==> src/rtl/fetch_unit_pkg.sv <==
// Shared definitions for the fetch unit: FSM states, program entry points
// and the absolute branch-target table.
package fetch_unit_pkg;

  typedef enum logic [1:0] {
    IDLE,
    RUN,
    DONE
  } state_t;

  localparam int unsigned PKG_PC_W = 10;
  typedef logic [PKG_PC_W-1:0] pkg_pc_t;

  localparam pkg_pc_t PROG_BASE [4] = '{
    10'h040, 10'h100, 10'h200, 10'h000
  };

  localparam pkg_pc_t BRANCH_LUT [32] = '{
    10'h3FC, 10'h020, 10'h040, 10'h060, 10'h080, 10'h0A0, 10'h0C0, 10'h0E0,
    10'h100, 10'h120, 10'h140, 10'h160, 10'h180, 10'h1A0, 10'h1C0, 10'h1E0,
    10'h200, 10'h220, 10'h240, 10'h260, 10'h280, 10'h2A0, 10'h2C0, 10'h2E0,
    10'h300, 10'h320, 10'h340, 10'h360, 10'h380, 10'h3A0, 10'h3C0, 10'h3FF
  };

endpackage

==> src/rtl/branch_lut.sv <==
// Combinational branch-target lookup: maps an instruction's target index to
// an absolute PC.
module branch_lut
  import fetch_unit_pkg::*;
#(
  parameter int unsigned PC_W      = 10,
  parameter int unsigned LUT_IDX_W = 5
) (
  input  logic [LUT_IDX_W-1:0] TargetIdx,
  output logic [PC_W-1:0]      Target
);

  always_comb begin
    Target = PC_W'(BRANCH_LUT[TargetIdx]);
  end

endmodule

==> src/rtl/fetch_unit.sv <==
// Instruction fetch sequencer: starts a selected program, steps or branches
// the PC each RUN cycle, and counts RUN cycles until a halt.
module fetch_unit
  import fetch_unit_pkg::*;
#(
  parameter int unsigned PC_W      = 10,
  parameter int unsigned LUT_IDX_W = 5
) (
  input  logic                 Clk,
  input  logic                 Reset,
  input  logic                 Start,
  input  logic [1:0]           ProgSel,
  input  logic                 Halt,
  input  logic                 Jump,
  input  logic                 BranchEn,
  input  logic                 BranchAccept,
  input  logic [LUT_IDX_W-1:0] TargetIdx,
  output logic [PC_W-1:0]      PC,
  output logic                 Running,
  output logic                 Done,
  output logic [15:0]          CycleCount
);

  state_t            r_state;
  state_t            w_state_next;
  logic [PC_W-1:0]   r_pc;
  logic [PC_W-1:0]   w_pc_next;
  logic [15:0]       r_cnt;
  logic [15:0]       w_cnt_next;
  logic [PC_W-1:0]   w_target;

  branch_lut #(
    .PC_W      (PC_W),
    .LUT_IDX_W (LUT_IDX_W)
  ) u_branch_lut (
    .TargetIdx (TargetIdx),
    .Target    (w_target)
  );

  always_ff @(posedge Clk) begin
    if (Reset) begin
      r_state <= IDLE;
      r_pc    <= '0;
      r_cnt   <= '0;
    end else begin
      r_state <= w_state_next;
      r_pc    <= w_pc_next;
      r_cnt   <= w_cnt_next;
    end
  end

  always_comb begin
    w_state_next = r_state;
    w_pc_next    = r_pc;
    w_cnt_next   = r_cnt;
    unique case (r_state)
      IDLE, DONE: begin
        if (Start) begin
          w_state_next = RUN;
          w_pc_next    = PC_W'(PROG_BASE[ProgSel]);
          w_cnt_next   = '0;
        end
      end
      RUN: begin
        // The halting cycle still counts as a RUN cycle.
        if (r_cnt != '1) w_cnt_next = r_cnt + 16'd1;
        if (Halt) begin
          w_state_next = DONE;
        end else if (Jump || (BranchEn && BranchAccept)) begin
          w_pc_next = w_target;
        end else begin
          w_pc_next = r_pc + PC_W'(1);
        end
      end
      default: w_state_next = IDLE;
    endcase
  end

  assign PC         = r_pc;
  assign CycleCount = r_cnt;
  assign Running    = (r_state == RUN);
  assign Done       = (r_state == DONE);

endmodule

==> config.mk <==
export PLATFORM = sky130hd
export DESIGN_NAME = fetch_unit
export DESIGN_NICKNAME = d
export VERILOG_FILES = /design/src/rtl/fetch_unit_pkg.sv /design/src/rtl/branch_lut.sv /design/src/rtl/fetch_unit.sv
export SDC_FILE = /design/constraint.sdc
export NUM_CORES = 1
export LEC_CHECK = 0
export BUFFER_PORTS_ARGS = -buffer_cell sky130_fd_sc_hd__buf_4
export CORE_MARGIN = 2
export CORE_UTILIZATION = 59
export CTS_BUF_LIST = sky130_fd_sc_hd__clkbuf_2 sky130_fd_sc_hd__clkbuf_4 sky130_fd_sc_hd__clkbuf_8
export DETAILED_ROUTE_END_ITERATION = 7
export PLACE_DENSITY = 0.91
export REMOVE_ABC_BUFFERS = 1
export SLEW_MARGIN = 20
export SYNTH_ARGS = -nofsm -noshare
export SYNTH_HDL_FRONTEND = slang
export SYNTH_HIERARCHICAL = 1
export SYNTH_SLANG_ARGS = --single-unit
==> constraint.sdc <==
create_clock -name Clk -period 2.8 [get_ports Clk]
set_input_delay 0.14 -clock Clk [delete_from_list [all_inputs] [get_ports Clk]]
set_output_delay 0.14 -clock Clk [all_outputs]
set_load 0.01 [all_outputs]
* Yosys cells after proc, flatten, opt, wreduce, memory -nomap -nowiden
Memories as Yosys holds them, arrays and structs flattened.
Cells that the tools add are included.
** Storage, ports and cells
- Flip-flop bits (word level) :: 28
- Bits in read-only memories :: 320
- Input port bits :: 14
- Output and inout bits :: 28
- Logic and storage cells :: 40
- Memories :: 1
** Cells by class
- $add $sub $neg :: 2
- $lt $le $gt $ge :: 2
- Equal/unequal tests :: 7
- Mux-type cells :: 15
- Bitwise logic cells :: 2
- Reduce and logical (&&, ||, !) cells :: 8
** Memories
- (name not given) :: depth 32, width 10, read ports 1, clocked after Yosys merged registers in 0, write ports 0, RTL line branch_lut.sv:14 : Target = PC_W'(BRANCH_LUT[TargetIdx]);
** Operator list (count)
- $mux 10 :: 7
- $mux 16 :: 2
- $pmux 16 s2 :: 1
- $bmux 10 s2 :: 1
- $pmux 10 s2 :: 1
- $add 16x1->16 const B :: 1
- $ne 16x16->1 const B :: 1
- $add 10x1->10 const B :: 1
- $ge 6x6->1 const B :: 1
- $ne 2x2->1 const B :: 3
- $not 5->6 :: 1
- $reduce_and 3->1 :: 2
- $mux 2 :: 2
- $pmux 2 s2 :: 1
- $ge 3x3->1 const B :: 1
- $not 2->3 :: 1
- $eq 2x1->1 const B :: 1
- $eq 2x2->1 const B :: 1
- $logic_not 2->1 :: 1
- $ne 2x1->1 const B :: 1
- $reduce_and 2->1 :: 1
- $reduce_bool 2->1 :: 1
- $reduce_or 2->1 :: 1
- $logic_and 1x1->1 :: 1
- $logic_or 1x1->1 :: 1

* Depth between registers and ports, before layout
Gate-level depths: netlist (run 1).
- Word-level depth :: 7
- Gate-level depth with buffers :: 7
- Gate-level depth less buffers :: 6

* By module
Netlist (run 1), hierarchy kept.
** Modules (own cells, without submodules)
- fetch_unit :: times used 1, cells an instance 197, area an instance 1602.8 um2
- branch_lut :: times used 1, cells an instance 16, area an instance 106.4 um2

* Least setup slack after synthesis (run 1)
Ideal clock, no wire load.
- Path kind :: register -> register
- Start :: register r_cnt[0], in the netlist CycleCount[0]
- End :: register r_cnt[12], in the netlist CycleCount[12]
- Setup time :: 128 ps
- Arrival time :: 1501 ps
- Slack :: 1172 ps
- Stages on the path, launching flop included :: 7
- Path buffers :: 0
- Clock period less this slack :: 1628 ps
- Cells stage by stage :: dfxtp_1 -> ha_1 -> and2_1 -> nand4_2 -> nor4_1 -> xnor2_1 -> nor2_1
** On the way
- Word-level cells in the longest chain between the ends :: 3
- Elaborated cells on any way between the ends :: 6
- Those cells by class :: add/sub (1); eq/ne (2); mux (2); reduce/logical (1)
** Ends and longest elaborated chain
- from (decl) :: RTL line fetch_unit.sv:28 : logic [15:0] r_cnt;
- from (signal assigned) :: RTL line fetch_unit.sv:48 : r_cnt <= w_cnt_next;
- $add 16x1->16 or $ne 16x16->1 (tied branches) :: RTL line fetch_unit.sv:66 : if (r_cnt != '1) w_cnt_next = r_cnt + 16'd1;
- $mux 16 or $ne 2x1->1 (tied branches)
- $pmux 16 s2 or $reduce_and 3->1 (tied branches)
Parallel ways exist; a longest one is shown, timed or not. The select of a mux whose other input is x is not followed.
A chain may end at the register's enable or synchronous reset.

* Worst setup path in the final report (run 1)
- Start :: register r_state[0]
- End :: register r_pc[0], in the netlist PC[0]
** On the way
- Word-level cells in the longest chain between the ends :: 4
- Elaborated cells on any way between the ends :: 9
- Those cells by class :: eq/ne (4); mux (1); reduce/logical (4)
** Ends and longest elaborated chain
- from (decl) :: RTL line fetch_unit.sv:24 : state_t r_state;
- from (signal assigned) :: RTL line fetch_unit.sv:46 : r_state <= w_state_next;
- $eq 2x2->1 or $logic_not 2->1 (tied branches) :: RTL line fetch_unit.sv:56 : unique case (r_state)
- $reduce_or 2->1 :: RTL line fetch_unit.sv:56
- $ne 2x2->1 (no source line) or $reduce_bool 2->1 (tied branches)
- $reduce_and 3->1 (no source line)
- to (signal assigned) :: RTL line fetch_unit.sv:47 : r_pc <= w_pc_next;
- to (decl) :: RTL line fetch_unit.sv:26 : logic [PC_W-1:0] r_pc;
Parallel ways exist; a longest one is shown, timed or not.

==> results of run 1 <==
==> cells by family (layout without fill, tap and decap cells) <==
group | count (synthesis) | after routing | synth area share [%]
flip-flops | 28 | 28 | 32.8
adder cells (fa/ha/maj) | 2 | 2 | 1.46
AO/OA/AOI/OAI | 57 | 57 | 23.9
buffers and inverters | 15 | 51 | 5.20
AND/OR/NAND/NOR | 98 | 98 | 29.9
XOR/XNOR | 13 | 13 | 6.66
==> metrics by stage <==
step	hold slack, ns	cell area, sq um	cells	total power [W]
final	0.0609	2050	280	0.000808
after global routing	0.0667	2050	280	0.000834
after global placement	0.431	2000	276	0.000535
after floorplan	0.209	1640	203	0.000485
after detailed placement	0.443	2000	276	0.000536
after CTS	0.0634	2050	280	0.000806
==> worst max path at each step <==
stage / from / endpoint / slack, ns / depth (start not counted)
final: r_state[0] / PC[0] / 0.90 / 4
after global routing: CycleCount[0] / CycleCount[12] / 0.77 / 6
after CTS: r_state[1] / CycleCount[4] / 0.93 / 5
after detailed placement: r_state[1] / CycleCount[4] / 0.96 / 5
after global placement: r_state[1] / CycleCount[9] / 1.01 / 5
after floorplan: r_state[1] / CycleCount[4] / 1.14 / 5
==> registers in the layout, indices dropped and copies added, names as in the netlist <==
name        cells
CycleCount     16
r_state         2
PC             10
==> per-layer routing <==
layer / wire length [um] / vias to the layer above / share of wire (%) / global-route usage (%)
met2: 1810 / 66 / 46 / 38.6
li1: - / 840 / - / -
met4: 67 / 0 / 1.7 / 8.64
met3: 274 / 8 / 6.9 / 3.79
met5: 0 / - / 0 / 0
met1: 1810 / 805 / 46 / 34.0
==> critical path, cell delays in order (launching register included) <==
cell,delay (ns)
dfxtp_1,0.43
nor3b_2,0.54
nor2_1,0.34
or3_1,0.41
a21oi_1,0.13
==> cell type report <==
class,count,area [sq um],share of cell area [%]
Clock inverter,1,30.0,1.46
Inverter,5,23.8,1.16
Clock buffer,3,22.5,1.10
Tap cell,31,38.8,1.89
Timing Repair Buffer,42,315,15.4
Multi-Input combinational cell,170,1060,51.7
Sequential cell,28,561,27.3
==> cells in the mapped netlist (5+ instances only) <==
cell type   n
nor2_1     29
and3_1      5
or3_1       6
nor3_1      5
o21bai_1    5
dfxtp_1    28
nand2_1    16
o21ai_0    16
and2_1      6
nor4_1      5
nand3_1    10
xor2_1      6
xnor2_1     7
a21oi_1    14
==> power by group <==
group / leakage, nW / internal, W / switching [W] / total [W]
Combinational: 0.535 / 0.0000484 / 0.0000636 / 0.000112
Clock: 0.0279 / 0.000145 / 0.000133 / 0.000278
Sequential: 0.227 / 0.000407 / 0.0000112 / 0.000419
==> flow_metrics.env, run 1 <==
export IMPL_syn_area_per_cell_sq_um=8.02
export IMPL_power_density_nw_per_um2=394
export IMPL_ant_nets=0
export IMPL_cts_resized_gates=0
export IMPL_clkSlewWorstSetupHoldPaths_ns=0.17
export IMPL_yosys_register_bits=28
export IMPL_diodes=0
export IMPL_utilization_pct=74.4
export IMPL_die_w_um=57.8
export IMPL_arrival_ns=2.20
export IMPL_r2r_setup_slack_ns=0.90
export IMPL_post_place_ws_ns=0.957
export IMPL_synth_edf_count=0
export IMPL_setup_viol=0
export IMPL_syn_area_sq_um=1710
export IMPL_rsz0062_at_grt="false"
export IMPL_drt_vias_per_instance=6.14
export IMPL_max_freq_mhz=526
export IMPL_drc_errors=0
export IMPL_ys_seq_area_share_pct=32.8
export IMPL_port_buffers=41
export IMPL_drt_wl_total_mm=3.96
export IMPL_synthArstFlopShare_pct=0
export IMPL_rows=19
export IMPL_ff2ff_path_depth=4
export IMPL_grt_total_usage_pct=24.4
export IMPL_min_path_type="in2reg"
export IMPL_core_area_sq_um=2760
export IMPL_drtIter0Drc=99
export IMPL_dieArea_sq_um=3340
export IMPL_hold_path_end="PC[0]"
export IMPL_cts_sinks=28
export IMPL_leakage_nw=0.789
export IMPL_syn_to_final_growth_pct=20.0
export IMPL_outcome="finished, final reports clean"
export IMPL_h_tree_depth=1
export IMPL_vias=1719
export IMPL_dp_hpwl_mm=2.83
export IMPL_cp_start_kind="register"
export IMPL_worstSetupEndpointType="register"
export IMPL_fillers=227
export IMPL_drive_gt1_share_pct=23.3
export IMPL_worstMarginPinSlew_ns=0.738
export IMPL_setup_tns_ns=0
export IMPL_post_route_min_period_ns=1.90
export IMPL_finalHoldViolCount=0
export IMPL_final_nets=266
export IMPL_globalplace_congestion=0.891
export IMPL_fin_skew_ns=0.0135
export IMPL_postCtsSetupRepairBufs=0
export IMPL_cts_made_buffers=3
export IMPL_tritoncts="done"
export IMPL_hp_start="Reset"
export IMPL_clk_latency_ns=0.35
export IMPL_yosysUniqueCellTypes=49
export IMPL_layout_commonest_cell="buf_4"
export IMPL_synth_largest_area_cell="dfxtp_1"
export IMPL_cp_required_ns=3.10
export IMPL_yosysWarnings=6
export IMPL_syn_inst=213
export IMPL_initial_utilization_pct=62.0
export IMPL_critPathMaxFanout=13
export IMPL_max_cap_violations=0
export IMPL_first_global_vias=1433
export IMPL_slew_headroom_pct=50.6
export IMPL_grt_pass1_wl_mm=6.43
export IMPL_reg2reg_to="PC[0]"
export IMPL_path_class="reg2reg"
export IMPL_num_io_pins=42
export IMPL_grt_ovfl_total=0
export IMPL_antenna_found_initial=0
export IMPL_routedWlPerCell_um=14.2
export IMPL_cts_path_max_buffers=2
export IMPL_finalCritPeriodShare_pct=67.9
export IMPL_reg2reg_from="r_state[0]"
export IMPL_hold_depth=2
export IMPL_synth_area_top_cells="dfxtp_1, nor2_1, o21ai_0"
export IMPL_dr_pass1_iters=4
export IMPL_ir_drop_uv=311
export IMPL_fin_ws_ns=0.897
export IMPL_grt_max_degree=17
export IMPL_final_cell_mix="buf_4, nor2_1, dfxtp_1"
export IMPL_die_y_um=57.8
export IMPL_drv_slew=0
export IMPL_ys_dominant_reg_cell="dfxtp_1"
export IMPL_cts_hold_fix_buffers=0
export IMPL_yosys_area_top_type_share_pct=32.8
export IMPL_root_buffer="clkbuf_4"
(Power assumes the default switching activity.)
==> inputs of run 2 (changes only) <==
--- a/config.mk
+++ b/config.mk
@@ -7,10 +7,10 @@
 export LEC_CHECK = 0
 export BUFFER_PORTS_ARGS = -buffer_cell sky130_fd_sc_hd__buf_4
 export CORE_MARGIN = 2
-export CORE_UTILIZATION = 59
+export CORE_UTILIZATION = 50
 export CTS_BUF_LIST = sky130_fd_sc_hd__clkbuf_2 sky130_fd_sc_hd__clkbuf_4 sky130_fd_sc_hd__clkbuf_8
 export DETAILED_ROUTE_END_ITERATION = 7
-export PLACE_DENSITY = 0.91
+export PLACE_DENSITY = 0.83
 export REMOVE_ABC_BUFFERS = 1
 export SLEW_MARGIN = 20
 export SYNTH_ARGS = -nofsm -noshare
==> constraint.sdc (replaced) <==
create_clock -name Clk -period 1.74 [get_ports Clk]
set_input_delay 0.087 -clock Clk [delete_from_list [all_inputs] [get_ports Clk]]
set_output_delay 0.087 -clock Clk [all_outputs]
set_load 0.01 [all_outputs]
==> run 2 against run 1 <==
  * Critical path depth grew 2
  * Global-route usage fell by 0.74 points
  * Via count up 11%
  * Sequential cell count unchanged
==> flow_metrics.env, run 2 (synthesis gave the netlist of run 1 again) <==
export IMPL_die_y_um=62.5
export IMPL_power_density_nw_per_um2=500
export IMPL_num_io_pins=42
export IMPL_clkSlewWorstSetupHoldPaths_ns=0.15
export IMPL_critPathMaxFanout=7
export IMPL_hold_path_end="r_state[1]"
export IMPL_fin_skew_ns=0.00296
export IMPL_post_place_ws_ns=-0.136
export IMPL_grt_pass1_wl_mm=7.69
export IMPL_cp_required_ns=1.96
export IMPL_ant_nets=0
export IMPL_fillers=290
export IMPL_slew_headroom_pct=59.8
export IMPL_multi_input_area_sq_um=1120
export IMPL_max_freq_mhz=588
export IMPL_root_buffer="clkbuf_4"
export IMPL_initial_utilization_pct=51.6
export IMPL_core_area_sq_um=3310
export IMPL_antenna_found_initial=0
export IMPL_worstMarginPinSlew_ns=0.603
export IMPL_grt_ovfl_total=0
export IMPL_globalplace_congestion=0.904
export IMPL_port_buffers=41
export IMPL_drt_wl_total_mm=4.78
export IMPL_final_cell_mix="buf_4, nor2_1, dfxtp_1"
export IMPL_ir_drop_uv=326
export IMPL_rows=21
export IMPL_path_class="reg2reg"
export IMPL_register_area_sq_um=562
export IMPL_dieArea_sq_um=3900
export IMPL_finalPower_w=0.00118
export IMPL_drt_vias_per_instance=5.86
export IMPL_routedWlPerCell_um=14.6
export IMPL_drtIter0Drc=156
export IMPL_dr_pass1_iters=5
export IMPL_tritoncts="done"
export IMPL_die_w_um=62.5
export IMPL_layout_commonest_cell="buf_4"
export IMPL_utilization_pct=71.1
export IMPL_arrival_ns=1.92
export IMPL_cts_made_buffers=3
export IMPL_clk_latency_ns=0.34
export IMPL_post_route_min_period_ns=1.70
export IMPL_first_global_vias=1678
export IMPL_finalCritPeriodShare_pct=97.8
export IMPL_cts_hold_fix_buffers=0
export IMPL_min_path_type="in2reg"
export IMPL_cpMaxStageDelayCell="dfxtp_1"
export IMPL_syn_to_final_growth_pct=37.6
export IMPL_finalHoldViolCount=0
export IMPL_reg2reg_from="CycleCount[0]"
export IMPL_r2r_setup_slack_ns=0.04
export IMPL_hold_depth=3
export IMPL_whs_ns=0.0169
export IMPL_dp_hpwl_mm=3.41
export IMPL_critPathMaxStageDelay_ns=0.37
export IMPL_grt_total_usage_pct=23.7
export IMPL_drc_errors=0
export IMPL_cts_path_max_buffers=2
export IMPL_drive_gt1_share_pct=35.2
export IMPL_leakage_nw=0.969
export IMPL_vias=1915
export IMPL_setup_tns_ns=0
export IMPL_diodes=0
export IMPL_reg2reg_to="CycleCount[12]"
export IMPL_crit_chain="ha_1 > and2_2 > nand4_4 > nor4_1 > xnor2_1 > nor2_1"
export IMPL_cp_top_family="simple AND/OR/NAND/NOR gates"
export IMPL_grt_max_degree=17
export IMPL_cts_sinks=28
export IMPL_outcome="finished, final reports clean"
export IMPL_drv_slew=0
export IMPL_fin_ws_ns=0.0390
export IMPL_final_nets=299
export IMPL_largest_reg_flops=16
export IMPL_hp_start="Halt"
export IMPL_path_buf_inv=0
export IMPL_h_tree_depth=1
export IMPL_max_cap_violations=0
export IMPL_setup_viol=0
export IMPL_ff2ff_path_depth=6
export IMPL_cp_start_kind="register"
export IMPL_worstSetupEndpointType="register"
## run 2: changes by cell type in the layout (fill, tap and decap cells not counted), sizes merged
| cell | previous run | this run |
|---|---|---|
| buf | 42 | 75 |
| bufinv | 1 | 0 |
## run 2: area by class of cell
class / count / share of cell area, %
clock buffer: 3 / 0.957
multi-input combinational: 170 / 47.8
tap: 46 / 2.45
inverter: 5 / 1.01
timing repair buffer: 75 / 23.9
sequential: 28 / 23.9
## run 2: timing repair
action,CTS,global route
cloned,0,0
setup buffers,0,2
pin swaps,0,1
hold endpoints to repair,0,0
endpoints found under the setup margin,5,16
resized for setup,2,11
## run 2: worst max-delay path by stage
stage,startpoint,to,slack [ns],cells after the start
CTS,r_state[1],CycleCount[3],0.002,5
global route,CycleCount[0],CycleCount[12],-0.03,6
finish,CycleCount[0],CycleCount[12],0.04,6
floorplan,r_state[1],CycleCount[4],0.08,5
global placement,r_state[1],CycleCount[13],-0.04,6
detailed placement,r_state[1],CycleCount[11],-0.14,6
## run 2: stage by stage
stage          cell area, sq um  cells
6_report                   2350    327
5_1_grt                    2350    327
4_1_cts                    2280    325
3_5_place_dp               2250    322
3_3_place_gp               2250    322
2_1_floorplan              1640    203
## run 2: report_power, final
| group | switching (W) | total, W | internal [W] |
|---|---|---|---|
| clock network | 0.000199 | 0.000280 | 0.0000817 |
| registers | 0.0000130 | 0.000669 | 0.000656 |
| logic | 0.000122 | 0.000226 | 0.000104 |
| total | 0.000334 | 0.00118 | 0.000842 |
## run 2: metal layers
| layer | wire (um) | track usage (%) | part of all wire, % | vias to the layer above |
|---|---|---|---|---|
| li1 | - | - | - | 910 |
| met1 | 2080 | 33.2 | 43 | 907 |
| met2 | 2270 | 37.1 | 48 | 79 |
| met3 | 277 | 2.88 | 5.8 | 19 |
| met4 | 152 | 9.44 | 3.2 | 0 |
| met5 | 0 | 0 | 0 | - |
## run 2: tightest hold or removal path: stages
cell and delay [ns]:
buf_4 0.10, a22oi_1 0.07, nor2_1 0.07
==> inputs of run 3 (changes only) <==
--- a/config.mk
+++ b/config.mk
@@ -5,7 +5,7 @@
 export SDC_FILE = /design/constraint.sdc
 export NUM_CORES = 1
 export LEC_CHECK = 0
-export BUFFER_PORTS_ARGS = -buffer_cell sky130_fd_sc_hd__buf_4
+export BUFFER_PORTS_ARGS = -buffer_cell sky130_fd_sc_hd__buf_2
 export CORE_MARGIN = 2
 export CORE_UTILIZATION = 50
 export CTS_BUF_LIST = sky130_fd_sc_hd__clkbuf_2 sky130_fd_sc_hd__clkbuf_4 sky130_fd_sc_hd__clkbuf_8
==> run 3 against run 2 <==
  * Wire length decreased by 4.8%
  * Sequential share of layout area increased by 1.8 points
  * The flow now finishes with violations (negative setup slack)
  * Highest routed layer unchanged
  * Power increased by 1.3%
  * Largest power group unchanged
  * Combinational power decreased by 12%
==> flow_metrics.env, run 3 (synthesis gave the netlist of run 1 again) <==
export IMPL_finalPower_w=0.00119
export IMPL_routedWlPerCell_um=14.2
export IMPL_path_class="reg2reg"
export IMPL_dp_hpwl_mm=3.19
export IMPL_grt_max_degree=17
export IMPL_p_sw_share_pct=27.2
export IMPL_drt_vias_per_instance=5.73
export IMPL_grt_pass1_wl_mm=7.43
export IMPL_grt_total_usage_pct=22.5
export IMPL_finalNonFillerCells=320
export IMPL_finalHoldViolCount=0
export IMPL_globalplace_congestion=0.870
export IMPL_cts_sinks=28
export IMPL_cp_required_ns=1.96
export IMPL_fillers=282
export IMPL_dieArea_sq_um=3900
export IMPL_fin_skew_ns=0.00169
export IMPL_final_area_sq_um=2190
export IMPL_cts_path_max_buffers=2
export IMPL_min_path_type="in2reg"
export IMPL_max_cap_violations=0
export IMPL_drv_slew=0
export IMPL_drive_gt1_share_pct=33.6
export IMPL_grt_ovfl_total=0
export IMPL_power_density_nw_per_um2=543
export IMPL_failed_checks="negative setup slack"
export IMPL_power_frac_seq_pct=56.3
export IMPL_tritoncts="done"
export IMPL_core_area_sq_um=3310
export IMPL_p_switching_w=0.000323
export IMPL_first_global_vias=1659
export IMPL_dpl_cell_count=315
export IMPL_finalCritPeriodShare_pct=101
export IMPL_num_io_pins=42
export IMPL_drtIter0Drc=146
export IMPL_power_frac_clock_pct=27.0
export IMPL_die_w_um=62.5
export IMPL_worstSetupEndpointType="register"
export IMPL_largest_reg_flops=16
export IMPL_antenna_found_initial=0
export IMPL_layout_commonest_cell="buf_2"
export IMPL_ant_nets=0
export IMPL_utilization_pct=66.2
export IMPL_clk_latency_ns=0.33
export IMPL_diodes=0
export IMPL_clkSlewWorstSetupHoldPaths_ns=0.15
export IMPL_final_cell_mix="buf_2, nor2_1, dfxtp_1, buf_4"
export IMPL_h_tree_depth=1
export IMPL_dr_pass1_iters=5
export IMPL_post_route_min_period_ns=1.76
export IMPL_slew_headroom_pct=64.5
export IMPL_rows=21
export IMPL_worstMarginPinSlew_ns=0.530
export IMPL_cts_hold_fix_buffers=0
export IMPL_p_int_w=0.000867
export IMPL_arrival_ns=1.98
export IMPL_ir_drop_uv=317
export IMPL_cts_made_buffers=3
export IMPL_drc_errors=0
export IMPL_die_y_um=62.5
export IMPL_outcome="finished, violations left"
export IMPL_syn_to_final_growth_pct=28.2
export IMPL_critPathMaxFanout=7
export IMPL_fin_ws_ns=-0.0210
export IMPL_setup_viol=1
export IMPL_vias=1835
export IMPL_drt_wl_total_mm=4.55
export IMPL_cp_start_kind="register"
export IMPL_max_freq_mhz=568
export IMPL_placed_area_sq_um=2090
export IMPL_leakage_nw=0.914
export IMPL_final_nets=291
export IMPL_comb_power_share_pct=16.7
export IMPL_port_buffers=41
export IMPL_initial_utilization_pct=51.6
export IMPL_setup_tns_ns=-0.0210
export IMPL_root_buffer="clkbuf_4"
==> run 3: path summary, 6_finish.rpt <==
| check | cells past startpoint | slack [ns] | endpoint | start |
|---|---|---|---|---|
| worst max-delay path | 5 | -0.02 | CycleCount[11] | CycleCount[6] |
| worst min-delay path | 3 | 0.05 | r_state[1] | Halt |
| worst max register to register | 5 | -0.02 | CycleCount[11] | CycleCount[6] |
| worst min register to register | 2 | 0.54 | PC[9] | PC[9] |
==> run 3: per-stage QoR <==
step	hold WS, ns	worst slack [ns]
floorplan	0.156	0.0827
global placement	0.394	-0.0375
detailed placement	0.394	-0.112
CTS	0.0445	0.00137
global route	0.0444	-0.0554
finish	0.0450	-0.0210
==> run 3: metal layers <==
metal  vias to the layer above  track usage (%)  part of all wire (%)
li1                        894                -                     -
met4                         0             7.22                   1.4
met5                         -                0                     0
met3                         9             1.44                   4.5
met2                        68             36.3                    47
met1                       864             32.3                    47
==> run 3: critical path: stages, from the launching register on <==
cell,delay [ns]
dfxtp_1,0.35
and4_1,0.34
nand3_2,0.26
a2111oi_2,0.48
xnor2_1,0.17
nor2_1,0.05
==> run 3: power by group through the flow <==
stage,Sequential (W),Combinational (W),Clock (W)
floorplan,0.000689,0.0000911,0
global placement,0.000682,0.000187,0
detailed placement,0.000683,0.000191,0
CTS,0.000669,0.000192,0.000322
global route,0.000672,0.000218,0.000352
finish,0.000670,0.000199,0.000322
==> run 3: layout make-up <==
cell class | instances | area (sq um) | area share (%)
sequential | 28 | 563 | 25.7
clock buffer | 4 | 36.3 | 1.66
timing repair buffer | 67 | 400 | 18.3
tap | 46 | 57.6 | 2.63
inverter | 5 | 23.8 | 1.09
multi-input combinational | 170 | 1110 | 50.7
==> run 3: repair_timing <==
action / CTS / global route
gates resized for setup: 2 / 9
setup buffers: 0 / 1
endpoints found under the setup margin: 12 / 17
pin swaps: 0 / 1
